==> src/rtl/uart_rx_oversampler_if.sv <==
// UART receive bundle: serial side inputs and
// per-frame result outputs of the receive stage.
interface uart_rx_oversampler_if #(
  parameter int DATA_BITS = 8
);
  logic                 os_clk;
  logic                 rx;
  logic [1:0]           parity_mode;
  logic [DATA_BITS-1:0] data;
  logic                 data_valid;
  logic                 parity_err;
  logic                 frame_err;
  logic                 busy;

  modport master (
    output os_clk,
    output rx,
    output parity_mode,
    input  data,
    input  data_valid,
    input  parity_err,
    input  frame_err,
    input  busy
  );

  modport slave (
    input  os_clk,
    input  rx,
    input  parity_mode,
    output data,
    output data_valid,
    output parity_err,
    output frame_err,
    output busy
  );
endinterface

==> src/rtl/uart_rx_oversampler.sv <==
// UART receiver: 16x oversampled deserialiser
// with parity and framing checks.
module uart_rx_oversampler #(
  parameter int DATA_BITS = 8,
  parameter int OS_RATE   = 16
) (
  input logic clk,
  input logic rst,
  uart_rx_oversampler_if.slave bus
);

  typedef enum logic [2:0] {
    S_IDLE,
    S_START,
    S_DATA,
    S_PARITY,
    S_STOP,
    S_WAIT
  } state_t;

  localparam logic [3:0] MID =
    4'(OS_RATE / 2 - 1);
  localparam logic [3:0] LAST =
    4'(OS_RATE - 1);
  localparam logic [2:0] BIT_LAST =
    3'(DATA_BITS - 1);

  state_t               r_state;
  state_t               w_state_nxt;
  logic                 r_rx_meta;
  logic                 r_rx_s;
  logic                 r_os_q;
  logic                 r_os_prev;
  logic                 w_tick;
  logic [3:0]           r_tick_cnt;
  logic [3:0]           w_tick_nxt;
  logic [2:0]           r_bit_cnt;
  logic [2:0]           w_bit_nxt;
  logic [DATA_BITS-1:0] r_shift;
  logic [DATA_BITS-1:0] w_shift_nxt;
  logic                 r_par;
  logic                 w_par_nxt;
  logic [1:0]           r_mode;
  logic [1:0]           w_mode_nxt;
  logic                 r_perr;
  logic                 w_perr_nxt;
  logic                 w_par_en;
  logic                 w_done;
  logic [DATA_BITS-1:0] r_data;
  logic                 r_valid;
  logic                 r_perr_o;
  logic                 r_ferr;

  assign w_tick   = r_os_q & ~r_os_prev;
  assign w_par_en = (r_mode == 2'b01) |
                    (r_mode == 2'b10);

  // rx synchroniser and os_clk edge capture
  always_ff @(posedge clk or negedge rst) begin
    if (!rst) begin
      r_rx_meta <= 1'b1;
      r_rx_s    <= 1'b1;
      r_os_q    <= 1'b1;
      r_os_prev <= 1'b1;
    end else begin
      r_rx_meta <= bus.rx;
      r_rx_s    <= r_rx_meta;
      r_os_q    <= bus.os_clk;
      r_os_prev <= r_os_q;
    end
  end

  // FSM state and frame datapath registers
  always_ff @(posedge clk or negedge rst) begin
    if (!rst) begin
      r_state    <= S_IDLE;
      r_tick_cnt <= '0;
      r_bit_cnt  <= '0;
      r_shift    <= '0;
      r_par      <= 1'b0;
      r_mode     <= 2'b00;
      r_perr     <= 1'b0;
    end else begin
      r_state    <= w_state_nxt;
      r_tick_cnt <= w_tick_nxt;
      r_bit_cnt  <= w_bit_nxt;
      r_shift    <= w_shift_nxt;
      r_par      <= w_par_nxt;
      r_mode     <= w_mode_nxt;
      r_perr     <= w_perr_nxt;
    end
  end

  // next-state and datapath update, tick-gated
  always_comb begin
    w_state_nxt = r_state;
    w_tick_nxt  = r_tick_cnt;
    w_bit_nxt   = r_bit_cnt;
    w_shift_nxt = r_shift;
    w_par_nxt   = r_par;
    w_mode_nxt  = r_mode;
    w_perr_nxt  = r_perr;
    w_done      = 1'b0;
    if (w_tick) begin
      w_tick_nxt = r_tick_cnt + 4'd1;
      unique case (r_state)
        S_IDLE: begin
          w_tick_nxt = '0;
          if (!r_rx_s) begin
            w_state_nxt = S_START;
          end
        end
        S_START: begin
          if (r_tick_cnt == MID) begin
            if (r_rx_s) begin
              w_state_nxt = S_IDLE;
              w_tick_nxt  = '0;
            end else begin
              w_state_nxt = S_DATA;
              w_mode_nxt  = bus.parity_mode;
              w_tick_nxt  = '0;
              w_bit_nxt   = '0;
              w_par_nxt   = 1'b0;
              w_perr_nxt  = 1'b0;
            end
          end
        end
        S_DATA: begin
          if (r_tick_cnt == LAST) begin
            w_shift_nxt = {r_rx_s,
              r_shift[DATA_BITS-1:1]};
            w_par_nxt = r_par ^ r_rx_s;
            w_bit_nxt = r_bit_cnt + 3'd1;
            if (r_bit_cnt == BIT_LAST) begin
              w_state_nxt = w_par_en ?
                S_PARITY : S_STOP;
            end
          end
        end
        S_PARITY: begin
          if (r_tick_cnt == LAST) begin
            if (r_mode == 2'b10) begin
              w_perr_nxt = ~(r_par ^ r_rx_s);
            end else begin
              w_perr_nxt = r_par ^ r_rx_s;
            end
            w_state_nxt = S_STOP;
          end
        end
        S_STOP: begin
          if (r_tick_cnt == LAST) begin
            w_done      = 1'b1;
            w_state_nxt = r_rx_s ?
              S_IDLE : S_WAIT;
          end
        end
        S_WAIT: begin
          if (r_rx_s) begin
            w_state_nxt = S_IDLE;
            w_tick_nxt  = '0;
          end
        end
        default: begin
          w_state_nxt = S_IDLE;
        end
      endcase
    end
  end

  // frame result registers and valid strobe
  always_ff @(posedge clk or negedge rst) begin
    if (!rst) begin
      r_data   <= '0;
      r_valid  <= 1'b0;
      r_perr_o <= 1'b0;
      r_ferr   <= 1'b0;
    end else begin
      r_valid <= w_done;
      if (w_done) begin
        r_data   <= r_shift;
        r_perr_o <= r_perr;
        r_ferr   <= ~r_rx_s;
      end
    end
  end

  assign bus.data       = r_data;
  assign bus.data_valid = r_valid;
  assign bus.parity_err = r_perr_o;
  assign bus.frame_err  = r_ferr;
  assign bus.busy       = (r_state != S_IDLE);

endmodule

==> src/flat_wrapper.sv <==
// flat-port wrapper written by rule: the top's interface ports become plain ports
module uart_rx_oversampler_flat 
#(
  parameter int DATA_BITS = 8,
  parameter int OS_RATE   = 16
)
  (clk, rst, bus_os_clk, bus_rx, bus_parity_mode, bus_data, bus_data_valid, bus_parity_err, bus_frame_err, bus_busy);
  uart_rx_oversampler_if #(.DATA_BITS(DATA_BITS)) bus_i ();
  input logic clk;
  input logic rst;
  input wire logic [$bits(bus_i.os_clk)-1:0] bus_os_clk;
  input wire logic [$bits(bus_i.rx)-1:0] bus_rx;
  input wire logic [$bits(bus_i.parity_mode)-1:0] bus_parity_mode;
  output wire logic [$bits(bus_i.data)-1:0] bus_data;
  output wire logic [$bits(bus_i.data_valid)-1:0] bus_data_valid;
  output wire logic [$bits(bus_i.parity_err)-1:0] bus_parity_err;
  output wire logic [$bits(bus_i.frame_err)-1:0] bus_frame_err;
  output wire logic [$bits(bus_i.busy)-1:0] bus_busy;
  assign bus_i.os_clk = bus_os_clk;
  assign bus_i.rx = bus_rx;
  assign bus_i.parity_mode = bus_parity_mode;
  assign bus_data = bus_i.data;
  assign bus_data_valid = bus_i.data_valid;
  assign bus_parity_err = bus_i.parity_err;
  assign bus_frame_err = bus_i.frame_err;
  assign bus_busy = bus_i.busy;
  uart_rx_oversampler #(.DATA_BITS(DATA_BITS), .OS_RATE(OS_RATE)) u_core (.clk(clk), .rst(rst), .bus(bus_i));
endmodule
==> config.mk <==
export PLATFORM = sky130hd
export DESIGN_NAME = uart_rx_oversampler_flat
export DESIGN_NICKNAME = d
export VERILOG_FILES = /design/src/rtl/uart_rx_oversampler_if.sv /design/src/rtl/uart_rx_oversampler.sv /design/src/flat_wrapper.sv
export SDC_FILE = /design/constraint.sdc
export NUM_CORES = 1
export LEC_CHECK = 0
export ABC_AREA = 1
export CORE_MARGIN = 8
export CORE_UTILIZATION = 45
export CTS_CLUSTER_SIZE = 16
export DETAILED_ROUTE_END_ITERATION = 8
export PLACE_DENSITY = 0.65
export SYNTH_ARGS = -nofsm -noshare
export SYNTH_HDL_FRONTEND = slang
export SYNTH_SLANG_ARGS = --single-unit
export TNS_END_PERCENT = 100
==> constraint.sdc <==
create_clock -name clk -period 1.5 [get_ports clk]
set_input_delay 0.45 -clock clk [delete_from_list [all_inputs] [get_ports clk]]
set_output_delay 0.45 -clock clk [all_outputs]
set_load 0.02 [all_outputs]
### Word-level counts from Yosys, hierarchy flattened

Cells that the tools add are included.

| word-level totals | value |
|---|---|
| bits in registers | 37 |
| output and inout port bits | 12 |
| logic and storage cells | 78 |

| operators by class | value |
|---|---|
| add/sub/neg operators | 2 |
| equal/unequal tests | 18 |
| mux-type cells | 28 |
| bitwise logic cells | 6 |
| reductions and logical operators | 9 |

Operators with widths:

| cell | number |
|---|---|
| $mux W3 | 12 |
| $pmux W3 S6 | 1 |
| $ne A2 B1 Y1 const B | 6 |
| $pmux W4 S3 | 1 |
| $reduce_and A5 Y1 | 2 |
| $eq A3 B3 Y1 const B | 3 |
| $mux W1 | 8 |
| $mux W4 | 2 |
| $reduce_and A8 Y1 | 1 |
| $eq A3 B2 Y1 const B | 2 |
| $pmux W3 S2 | 1 |
| $add A4 B1 Y4 const B | 1 |
| $eq A4 B3 Y1 const B | 1 |
| $eq A4 B4 Y1 const B | 1 |
| $ne A2 B2 Y1 const B | 2 |
| $pmux W1 S2 | 2 |
| $reduce_and A4 Y1 | 1 |
| $reduce_bool A2 Y1 | 2 |
| $add A3 B1 Y3 const B | 1 |
| $eq A3 B1 Y1 const B | 1 |
| $logic_not A3 Y1 | 1 |
| $not A1 Y1 | 3 |
| $reduce_and A3 Y1 | 1 |
| $reduce_bool A3 Y1 | 1 |
| other kinds (6) | 6 |

### Longest topological paths before layout

| depth | value |
|---|---|
| word-level depth | 6 |
| depth in mapped cells | 9 |
| gate-level depth less buffers | 9 |

### Worst setup path before layout

No wires, ideal clock.

| timing | value |
|---|---|
| path kind | reg-to-reg |
| from | register u_core.r_tick_cnt[0] |
| to | register u_core.r_shift[3] |
| library setup time | 0.118 ns |
| data arrival time | 1.250 ns |
| setup slack | 0.132 ns |
| cell stages (with the launch flop) | 8 |
| cells stage by stage | dfrtp_1 -> ha_1 -> nand3_4 -> nor2_2 -> nand3_2 -> buf_6 -> nand2_1 -> o21ai_2 |

| between the ends | value |
|---|---|
| cells in the longest elaborated chain, start to end | 2 |

RTL lines:

| item | RTL line | RTL |
|---|---|---|
| start: declaration | uart_rx_oversampler.sv:35 | `logic [3:0] r_tick_cnt;` |
| start signal: assignment | uart_rx_oversampler.sv:85 | `r_tick_cnt <= w_tick_nxt;` |
| $eq A4 B4 Y1 | uart_rx_oversampler.sv:129 | `if (r_tick_cnt == LAST) begin` |
| $reduce_and A3 Y1 (no line) | n/a |  |
| end signal: assignment | uart_rx_oversampler.sv:87 | `r_shift <= w_shift_nxt;` |
| end: declaration | uart_rx_oversampler.sv:39 | `logic [DATA_BITS-1:0] r_shift;` |

Every way passes these cells.
A chain may end at the register's enable or synchronous reset.

### Worst setup path in the final report

| timing | value |
|---|---|
| from | register u_core.r_state[1] |
| to | output port bus_busy |

| between the ends | value |
|---|---|
| cells in the longest elaborated chain, start to end | 1 |

RTL lines:

| item | RTL line | RTL |
|---|---|---|
| start: declaration | uart_rx_oversampler.sv:28 | `state_t r_state;` |
| start signal: assignment | uart_rx_oversampler.sv:84 | `r_state <= w_state_nxt;` |
| $reduce_bool A3 Y1 | uart_rx_oversampler.sv:191 | `assign bus.busy = (r_state != S_IDLE);` |
| end: declaration | flat_wrapper.sv:18 | `output wire logic [$bits(bus_i.busy)-1:0] bus_busy;` |

Every way passes these cells.

==> results.toml <==
[clock_network]
root_buffer = "clkbuf_8"
cts_max_level = 2
cts_tree = "yes"
cts_hold_buf = 0
clock_path_buffers = 2
cts.clk_slew.worst_paths_ns = 0.08
clock_sinks = 37
cts_buffers = 5
clk_latency_ns = 0.29

[final_layout]
nets = 259
area_growth_syn_to_layout_pct = 27.5
antenna_cells = 0
drive_above_1_share = 0.304
fin_util = 0.592

[critical_path]
endpoint_kind = "output pin"
critical_path.startpoint = "u_core.r_state[1]"
r2r_cells = 9
cp-start-kind = "flop"
crit_path_max_fanout = 2
cp.arrival_ns = 1.04
r2r-start = "u_core.r_state[1]"
crit_type = "flop to output pin"
r2r_slack_ns = 0.09
r2r-end = "u_core.r_bit_cnt[0]"
required_ns = 1.05

[hold_path]
min_path_type = "primary input to async pin"

[logic_synthesis]
synth.avg_cell_area_um2 = 8.87
ys_ff_latch = 37
synth_top_family_by_area = "simple AND/OR/NAND/NOR gates"
synthAdderAreaFrac = 0.0271
synth_cells = 208
synth-compound-area-share = 0.0957
netlist_area_um2 = 1840
synth_fp_nets = 218
synthMuxAreaShare = 0
yosysSeqAreaShare = 0.505
synthXorXnorAreaFrac = 0.00950
yosysWarnings = 0
synth_cell_types = 23
yosys.area_share.simple = 0.296

[sta]
slew_headroom = 0.813
worstMarginPinSlew_ns = 0.279
drv_slew = 0
grt_setup_unrepaired = "true"
holdWs_ns = 0.102
finalClockSkew_ns = 0.00757
min_period_ns = 1.49
final-setup-viol-count = 0
final-hold-violation-count = 0
fmax_ghz = 0.672
fin_crit_sh = 0.992

[outcome]
status = "finished, final reports clean"

[pwr]
p_sw_mw = 1.25
cellPowerDensity_nw_per_um2 = 1410
power_frac_comb = 0.421
power.internal_mw = 2.08
vdd_drop_max_v = 0.000978
seq_power_share = 0.359
clkPwrFrac = 0.220
leakagePower_nw = 1.21
p_sw_frac = 0.375

[die]
num_io_pins = 18
num_rows = 23
die_area_um2 = 6400
dieWidth_um = 80.0
initial_core_util = 0.464
coreArea_um2 = 3970
die_y_um = 80.0

[route]
dr.pass1.iters = 4
vias_per_cell = 4.69
drc = 0
wl_per_cell_um = 11.5
ant_nets = 0
wl_um = 3440
drt-initial-drc-count = 88
vias = 1407

[grt]
overflow = 0
antenna_found_initial = 0
grt_pass1_wl_um = 5980
grt_pass1_vias = 1381
grt_max_degree = 38
track_usage = 0.119

[place]
gp_congestion = 0.833
numPortBuffers = 17
hpwl_um = 2490

[flow_run]
cap_viol_max_count = 0
-- worst max-delay path: stages (launching register included) --
cell and delay [ns]:
dfrtp_1 0.40, nor2_2 0.14, nand2_2 0.08, buf_6 0.13
-- metal layers --
| layer | vias up | GRT usage | wire, um |
|---|---|---|---|
| met1 | 636 | 0.153 | 1680 |
| li1 | 746 | - | - |
| met3 | 6 | 0.0383 | 154 |
| met2 | 19 | 0.176 | 1550 |
| met4 | 0 | 0.0545 | 61 |
| met5 | - | 0 | 0 |
-- cells in the mapped netlist --
| library cell | instances | area [um^2] |
|---|---|---|
| a21boi_0 | 1 | 7.51 |
| a31o_2 | 1 | 8.76 |
| buf_6 | 3 | 33.8 |
| dfrtp_1 | 33 | 826 |
| dfstp_2 | 4 | 105 |
| ha_1 | 4 | 50.1 |
| inv_1 | 21 | 78.8 |
| inv_2 | 3 | 11.3 |
| nand2_1 | 66 | 248 |
| nand2_2 | 3 | 18.8 |
| nand2_4 | 1 | 11.3 |
| nand3_1 | 17 | 85.1 |
| nand3_2 | 2 | 20.0 |
| nand3_4 | 2 | 35.0 |
| nand4_1 | 4 | 25.0 |
| nor2_1 | 15 | 56.3 |
| nor2_2 | 4 | 25.0 |
| nor2_4 | 1 | 11.3 |
| nor3_2 | 1 | 10.0 |
| o21ai_0 | 4 | 20.0 |
| o21ai_2 | 16 | 140 |
| xnor2_1 | 1 | 8.76 |
| xor2_1 | 1 | 8.76 |
-- stage by stage --
stage | setup WS, ns | power [mW] | TNS (ns) | cells | area [um^2]
after global routing | -0.0292 | 3.58 | -0.148 | 300 | 2350
final | 0.0122 | 3.32 | 0 | 300 | 2350
after floorplan | 0.132 | 1.97 | 0 | 208 | 1840
after detailed placement | -0.0756 | 2.43 | -0.0756 | 290 | 2210
after CTS | -0.0176 | 3.16 | -0.0176 | 298 | 2290
after global placement | -0.0501 | 2.42 | -0.0501 | 290 | 2210
-- cell usage in the layout (no fill, tap or decap), drive strengths merged --
master / count
nand4: 4
clkinvlp: 1
dfrtp: 33
dfstp: 4
a21boi: 1
ha: 4
xor2: 1
clkbuf: 7
a31o: 1
nand3: 21
nor2: 20
buf: 22
dlygate4sd2: 11
xnor2: 1
nor3: 1
inv: 24
nand2: 70
clkdlybuf4s50: 4
o21ai: 20
-- final cells by class --
cell class                      count  area (um^2)
Clock buffer                        7         86.3
Tap cell                           50         62.6
Clock inverter                      1         7.51
Fill cell                         373         1620
Timing Repair Buffer               37          340
Inverter                           24         90.1
Multi-Input combinational cell    144          835
Sequential cell                    37          931
-- cells by family after synthesis --
family,count (synthesis)
adder cells (fa/ha/maj),4
AO/OA/AOI/OAI,22
buffers and inverters,27
AND/OR/NAND/NOR,116
XOR/XNOR,2
flip-flops,37
-- sequential cells by signal, summed over array words and instances, names as in the netlist, 2 cells and up --
| register | cells |
|---|---|
| u_core.bus.data | 8 |
| u_core.r_shift | 8 |
| u_core.r_tick_cnt | 4 |
| u_core.r_bit_cnt | 3 |
| u_core.r_state | 3 |
| u_core.r_mode | 2 |
-- repair_timing --
action | 4_1_cts | 5_1_grt
pin swaps | 1 | 4
setup endpoints to repair | 12 | 29
setup buffers | 0 | 2
hold endpoints to repair | 0 | 0
resized for setup | 15 | 14
-- worst max path at each step --
stage / endpoint / slack, ns / cells after the start
final: bus_busy / 0.01 / 3
after detailed placement: bus_busy / -0.08 / 3
after global routing: bus_busy / -0.03 / 3
after global placement: bus_busy / -0.05 / 3
after CTS: bus_busy / -0.02 / 3
after floorplan: u_core.r_shift[3] / 0.13 / 7
-- power groups by stage --
stage	clock network, mW	registers, mW	logic (mW)
6_report	0.730	1.19	1.40
3_3_place_gp	0	1.19	1.23
3_5_place_dp	0	1.20	1.23
4_1_cts	0.759	1.18	1.22
2_1_floorplan	0	1.22	0.749
5_1_grt	0.797	1.21	1.58
(Power assumes the default switching activity.)
